### src/rtl/pulse_rate_scheduler.sv
// pulse_rate_scheduler
// Turns a quadrature rotary encoder into a saturating 4-bit rate index and
// schedules pulses whose interval shrinks as the rate grows. A 16-bit Galois
// LFSR adds jitter to each interval.
module pulse_rate_scheduler #(
    parameter int DB_CYCLES    = 16,
    parameter int RATE_MAX     = 15,
    parameter int RATE_DEFAULT = 8,
    parameter int STEP         = 8,
    parameter int JIT_BITS     = 4,
    parameter int PULSE_WIDTH  = 4
) (
    input  logic        clk,
    input  logic        rst,
    input  logic        enc_a,
    input  logic        enc_b,
    input  logic        enc_btn,
    input  logic        enable,
    input  logic        seed_load,
    input  logic [15:0] seed,
    output logic [3:0]  rate,
    output logic        rate_changed,
    output logic        pulse_out,
    output logic        busy
);

    localparam int DB_W    = $clog2(DB_CYCLES + 1);
    localparam int INT_MAX = (RATE_MAX + 1) * STEP + (1 << JIT_BITS) - 1;
    localparam int CNT_MAX = (INT_MAX > PULSE_WIDTH) ? INT_MAX : PULSE_WIDTH;
    localparam int CNT_W   = $clog2(CNT_MAX + 1);

    localparam logic [15:0] LFSR_SEED  = 16'hACE1;
    localparam logic [15:0] LFSR_TAPS  = 16'hB400;
    localparam logic [3:0]  RATE_DEF_V = 4'(RATE_DEFAULT);
    localparam logic [3:0]  RATE_MAX_V = 4'(RATE_MAX);

    typedef enum logic [1:0] {IDLE, LOAD, WAIT, PULSE} state_t;

    // One encoder step up or down, clamped to 0..RATE_MAX.
    function automatic logic [3:0] rate_step(input logic [3:0] cur, input logic up);
        if (up)
            return (cur >= RATE_MAX_V) ? RATE_MAX_V : cur + 4'd1;
        else
            return (cur == 4'd0) ? 4'd0 : cur - 4'd1;
    endfunction

    // Nominal interval for the rate plus the low LFSR bits as jitter.
    function automatic logic [CNT_W-1:0] calc_interval(input logic [3:0] rt,
                                                       input logic [15:0] lf);
        int base;
        int jit;
        base = (RATE_MAX + 1 - int'(rt)) * STEP;
        jit  = int'(lf & 16'((1 << JIT_BITS) - 1));
        return CNT_W'(base + jit);
    endfunction

    // Galois LFSR, shifts right, taps applied when the bit shifted out is 1.
    function automatic logic [15:0] lfsr_next(input logic [15:0] l);
        return l[0] ? ((l >> 1) ^ LFSR_TAPS) : (l >> 1);
    endfunction

    logic             r_a_s1, r_a_s2, r_b_s1, r_b_s2;
    logic             r_deb_a, r_deb_b, r_deb_a_d;
    logic [DB_W-1:0]  r_db_cnt_a, r_db_cnt_b;
    logic [3:0]       r_rate;
    logic             r_rate_changed;
    logic [15:0]      r_lfsr;
    state_t           r_state;
    logic [CNT_W-1:0] r_cnt;
    logic             r_pulse;
    logic             r_busy;

    logic             w_a_fall;
    logic [3:0]       w_rate_step;
    logic [CNT_W-1:0] w_interval;
    logic             w_advance;

    assign w_a_fall    = r_deb_a_d & ~r_deb_a;
    assign w_rate_step = rate_step(r_rate, r_deb_b);
    assign w_interval  = calc_interval(r_rate, r_lfsr);
    assign w_advance   = (r_state == WAIT) && enable && (r_cnt == '0);

    assign rate         = r_rate;
    assign rate_changed = r_rate_changed;
    assign pulse_out    = r_pulse;
    assign busy         = r_busy;

    // Two-flop synchronizers for the asynchronous encoder channels.
    always_ff @(posedge clk or posedge rst) begin
        if (rst) begin
            r_a_s1 <= 1'b1;
            r_a_s2 <= 1'b1;
            r_b_s1 <= 1'b1;
            r_b_s2 <= 1'b1;
        end else begin
            r_a_s1 <= enc_a;
            r_a_s2 <= r_a_s1;
            r_b_s1 <= enc_b;
            r_b_s2 <= r_b_s1;
        end
    end

    // Debounce channel A: accept a new level only after DB_CYCLES stable cycles.
    always_ff @(posedge clk or posedge rst) begin
        if (rst) begin
            r_deb_a    <= 1'b1;
            r_db_cnt_a <= '0;
        end else if (r_a_s2 == r_deb_a) begin
            r_db_cnt_a <= '0;
        end else if (r_db_cnt_a == DB_W'(DB_CYCLES - 1)) begin
            r_deb_a    <= r_a_s2;
            r_db_cnt_a <= '0;
        end else begin
            r_db_cnt_a <= r_db_cnt_a + DB_W'(1);
        end
    end

    // Debounce channel B, same rule as channel A.
    always_ff @(posedge clk or posedge rst) begin
        if (rst) begin
            r_deb_b    <= 1'b1;
            r_db_cnt_b <= '0;
        end else if (r_b_s2 == r_deb_b) begin
            r_db_cnt_b <= '0;
        end else if (r_db_cnt_b == DB_W'(DB_CYCLES - 1)) begin
            r_deb_b    <= r_b_s2;
            r_db_cnt_b <= '0;
        end else begin
            r_db_cnt_b <= r_db_cnt_b + DB_W'(1);
        end
    end

    // Rate index: button restores the default, otherwise A-falling edge steps by B.
    always_ff @(posedge clk or posedge rst) begin
        if (rst) begin
            r_deb_a_d      <= 1'b1;
            r_rate         <= RATE_DEF_V;
            r_rate_changed <= 1'b0;
        end else begin
            r_deb_a_d      <= r_deb_a;
            r_rate_changed <= 1'b0;
            if (enc_btn) begin
                if (r_rate != RATE_DEF_V) begin
                    r_rate         <= RATE_DEF_V;
                    r_rate_changed <= 1'b1;
                end
            end else if (w_a_fall && (w_rate_step != r_rate)) begin
                r_rate         <= w_rate_step;
                r_rate_changed <= 1'b1;
            end
        end
    end

    // LFSR: a seed load wins over the per-pulse advance; a zero seed would lock up.
    always_ff @(posedge clk or posedge rst) begin
        if (rst) begin
            r_lfsr <= LFSR_SEED;
        end else if (seed_load) begin
            r_lfsr <= (seed == 16'h0000) ? LFSR_SEED : seed;
        end else if (w_advance) begin
            r_lfsr <= lfsr_next(r_lfsr);
        end
    end

    // Scheduler FSM; pulse_out trails the PULSE state by one cycle.
    always_ff @(posedge clk or posedge rst) begin
        if (rst) begin
            r_state <= IDLE;
            r_cnt   <= '0;
            r_pulse <= 1'b0;
            r_busy  <= 1'b0;
        end else begin
            r_pulse <= (r_state == PULSE);
            case (r_state)
                IDLE: begin
                    if (enable) begin
                        r_state <= LOAD;
                        r_busy  <= 1'b1;
                    end
                end
                LOAD: begin
                    r_cnt <= w_interval - CNT_W'(1);
                    if (enable) begin
                        r_state <= WAIT;
                    end else begin
                        r_state <= IDLE;
                        r_busy  <= 1'b0;
                    end
                end
                WAIT: begin
                    if (!enable) begin
                        r_state <= IDLE;
                        r_busy  <= 1'b0;
                    end else if (r_cnt == '0) begin
                        r_state <= PULSE;
                        r_cnt   <= CNT_W'(PULSE_WIDTH - 1);
                    end else begin
                        r_cnt <= r_cnt - CNT_W'(1);
                    end
                end
                PULSE: begin
                    if (r_cnt == '0) begin
                        if (enable) begin
                            r_state <= LOAD;
                        end else begin
                            r_state <= IDLE;
                            r_busy  <= 1'b0;
                        end
                    end else begin
                        r_cnt <= r_cnt - CNT_W'(1);
                    end
                end
                default: begin
                    r_state <= IDLE;
                    r_busy  <= 1'b0;
                end
            endcase
        end
    end

endmodule

### config.mk
export PLATFORM = sky130hd
export DESIGN_NAME = pulse_rate_scheduler
export DESIGN_NICKNAME = d
export VERILOG_FILES = /design/src/rtl/pulse_rate_scheduler.sv
export SDC_FILE = /design/constraint.sdc
export NUM_CORES = 1
export LEC_CHECK = 0
export CAP_MARGIN = 10
export CORE_AREA = 2 2 78 80
export DETAILED_ROUTE_END_ITERATION = 16
export DIE_AREA = 0 0 80 82
export PLACE_DENSITY_LB_ADDON = 0.12
export SLEW_MARGIN = 20
export SYNTH_ARGS = -nofsm -noshare
export SYNTH_HDL_FRONTEND = slang
export SYNTH_SLANG_ARGS = --single-unit
### constraint.sdc
create_clock -name clk -period 3.3 [get_ports clk]
set_clock_uncertainty 0.1 [all_clocks]
set_input_delay 0.66 -clock clk [delete_from_list [all_inputs] [get_ports clk]]
set_output_delay 0.66 -clock clk [all_outputs]
set_load 0.05 [all_outputs]
==> results by group <==
Status
  • Status: finished, final reports clean

Critical path
  • WP data arrival: around 2.8 ns
  • Reg2reg setup slack: 0.64 ns
  • Crit path kind: flop to flop
  • Cell Chain, Critical Path: inv_1 -> ha_1 -> nor2b_1 -> a21oi_1 -> o221ai_1 -> xnor2_1 -> o21ai_1 -> mux2_2
  • Reg2reg start: rate[0]
  • Slowest cell on crit path: dfrtp_1
  • Crit path launch type: flop
  • Maximum fanout along the worst path: 8
  • Critical path startpoint: rate[0]
  • Path depth of the worst reg2reg path: 8
  • Worst path bufs/invs: 1
  • Setup crit end kind: flop
  • Reg2reg end: rate[1]
  • CP Data Required Time: approximately 3.4 ns
  • Max incr delay on CP: ~0.47 ns
  • CP top delay family: compound AO/OA/AOI/OAI gates

Synth
  • Register area share after synthesis: a little over two fifths
  • Async SR Flop Fraction: between 90% and 100%
  • #FFs+latches synth: 50
  • Top cells by count, synth: nor2_1 (36), o21ai_0 (35), dfrtp_1 (34)
  • Synth unique cells: 48
  • Synth Area in XOR/XNOR: about 4.3%
  • Synth Area per Inst: roughly 9 um2
  • Ys Warns: 0
  • Number of synthesized flops with an enable pin: 0
  • Largest family of logic cells by synthesized area: compound AO/OA/AOI/OAI gates
  • Synth Instances: approximately 340
  • Main flop type after synthesis: dfrtp_1
  • Mapped Area: 3030 um2
  • Multiplexer area fraction after synthesis: under 10%
  • Post-Synth Adder-Cell Area: 8.11%
  • Synth Area in Compound Gates: between 15 and 20%
  • Syn_nets: 379
  • Simple-Gate Fraction of Synth Area: 17.9%
  • Post-synth top area share: between 20% and 30%
  • Yosys top cell by area: dfrtp_1
  • Top cells by area, synth: dfrtp_1 (28%), dfstp_2 (14%), ha_1 (7.4%)
  • Most frequent cell after synthesis: nor2_1

Drt
  • Detail Route Antenna Nets: 0
  • Remaining DRCs: 0
  • DR pass1 iterations: 4
  • Via density: ~5.5
  • WL final: between 6000 and 7000 um
  • Routed via count: 2408
  • DR iter-0 viols: about 170
  • Drt wl/cell: about 14 um

Die
  • Starting Density: about 53%
  • Floorplan core area: about 5700 um2
  • Die area: roughly 6600 um2
  • Row cnt: 28
  • Die span in x: about 80 um
  • I/O pin total: 30
  • Chip height: a little over 80 um

Power
  • Gate power share: 38.7%
  • Flop pwr share: 42.4%
  • Switch Pwr: roughly 740 uW
  • Sw frac: about two fifths
  • Int Power: around 1.2 mW
  • Clock power frac: around a fifth
  • Worst VDD drop: about 340 uV
  • Pwr dens: roughly 560 nW/um2
  • Static Leak: 1.52 nW

CTS
  • Post-CTS sizing: 0
  • Clock slew at reported path FFs: ~0.09 ns
  • CTS Sinks: 50
  • Total CTS buffers: 5
  • Root buffer cell: clkbuf_8
  • Hold-fix buffers, CTS: 0
  • Max clock buf depth: 2
  • Post-CTS Setup Inserts: 0
  • CTS tree: done
  • H-tree levels: 2
  • Clock Latency Late Sink: about 0.30 ns

Placement
  • Post-DP HPWL: roughly 4500 um
  • Post-DP Area: 3350 um2
  • Placer Congestion: a little under 0.8
  • Port bufs: 29
  • Setup WS pre-CTS: between 0.6 and 0.7 ns

Worst hold path
  • Hold Crit Depth: 0
  • Hold Startpoint: r_b_s1
  • Hold Path Sink: r_b_s2
  • Hold WC Path Type: flop to flop

Timing
  • Achievable Freq: ~0.38 GHz
  • Worst-Margin Slew: about 0.62 ns
  • Fin Setup TNS: 0 ns
  • Setup Viol. Count Final: 0
  • Final Worst Setup Slack: approximately 0.64 ns
  • Max-slew violations: 0
  • Max_slew headroom: slightly below 60%
  • Final hold viol count: 0
  • Tcrit/Tclk final: roughly four fifths
  • RSZ-0062 raised after global routing: false
  • Post-layout min period: 2.66 ns

Global route
  • Total track usage: about 20%
  • Largest net degree at the start of global routing: 51
  • First-pass GRT wire length: 10600 um
  • Overflow after GRT: 0
  • Number of global-route vias before repair: roughly 2400
  • Initial antenna violation count: 0

Cells and area
  • Design Area, Final: 3440 um2
  • Layout fillers: 533
  • Area grow syn2layout: 13.8%
  • Layout cells sized above 1: about a tenth
  • Antenna cells: 0
  • Nets: 405

Flow run
  • MaxCap Viol Count: 0
## worst max-delay path by stage
stage / to / cells past startpoint
2_1_floorplan: rate[1] / 9
3_3_place_gp: rate[1] / 8
3_5_place_dp: rate[1] / 8
4_1_cts: rate[1] / 8
5_1_grt: rate[1] / 8
6_report: rate[1] / 8
## through the flow
stage | utilization (%) | power (mW) | std cells | hold slack (ns)
CTS | 59.9 | 1.93 | 439 | 0.264
finish | 59.9 | 1.92 | 439 | 0.264
detailed placement | 58.3 | 1.57 | 431 | 0.249
floorplan | - | 1.37 | 337 | 0.245
global route | 59.9 | 2.07 | 439 | 0.268
global placement | 58.3 | 1.54 | 431 | 0.252
## logic make-up (layout without fill, tap and decap cells)
family                   Yosys count  in the layout
multiplexers                      11             11
AND/OR/NAND/NOR                  113            113
flip-flops                        50             50
buffers and inverters             34             61
XOR/XNOR                          15             15
adder cells (fa/ha/maj)           19             19
AO/OA/AOI/OAI                     95             95
## sequential cells by signal, summed over array words and instances, names as in the netlist, 2 cells and up
signal	count
r_db_cnt_a	5
r_cnt	8
r_lfsr	16
r_state	2
rate	4
r_db_cnt_b	5
## layout make-up
class	instances	area [um2]	area share [%]
clock inverters	3	21.3	0.618
repair buffers	32	313	9.09
multi-input cells	253	1600	46.3
flip-flops and latches	50	1270	36.9
clock buffers	5	68.8	2.00
well taps	75	93.8	2.73
inverters	21	78.8	2.29
## cells in the final DEF, fill, tap and decap left out, drive strengths merged, types with 5 or more instances in the layout
master	netlist	routed
ha	18	18
nor3	8	8
clkdlybuf4s50	0	29
nand2	27	27
xnor2	7	7
a21oi	28	28
nor4	6	6
clkbuf	7	5
o21ai	40	40
nor2	37	37
mux2i	8	8
nor2b	6	6
dfrtp	34	34
dfstp	16	16
inv	21	21
xor2	8	8
nand3	11	11
o21a	7	7
## per-layer routing
| metal | vias up | wire (um) | GRT usage (%) | part of all wire (%) |
|---|---|---|---|---|
| met4 | 0 | 41 | 4.75 | 0.68 |
| met2 | 37 | 2840 | 33.8 | 47 |
| met3 | 4 | 161 | 3.30 | 2.7 |
| met5 | - | 0 | 0 | 0 |
| li1 | 1232 | - | - | - |
| met1 | 1135 | 2990 | 27.4 | 50 |
## power by group through the flow
stage | logic, mW | registers (mW) | clock network (mW)
6_report | 0.742 | 0.813 | 0.362
5_1_grt | 0.843 | 0.832 | 0.397
4_1_cts | 0.746 | 0.812 | 0.374
3_5_place_dp | 0.744 | 0.824 | 0
3_3_place_gp | 0.719 | 0.821 | 0
2_1_floorplan | 0.529 | 0.842 | 0
No activity file was read; power rests on OpenSTA's default activity.
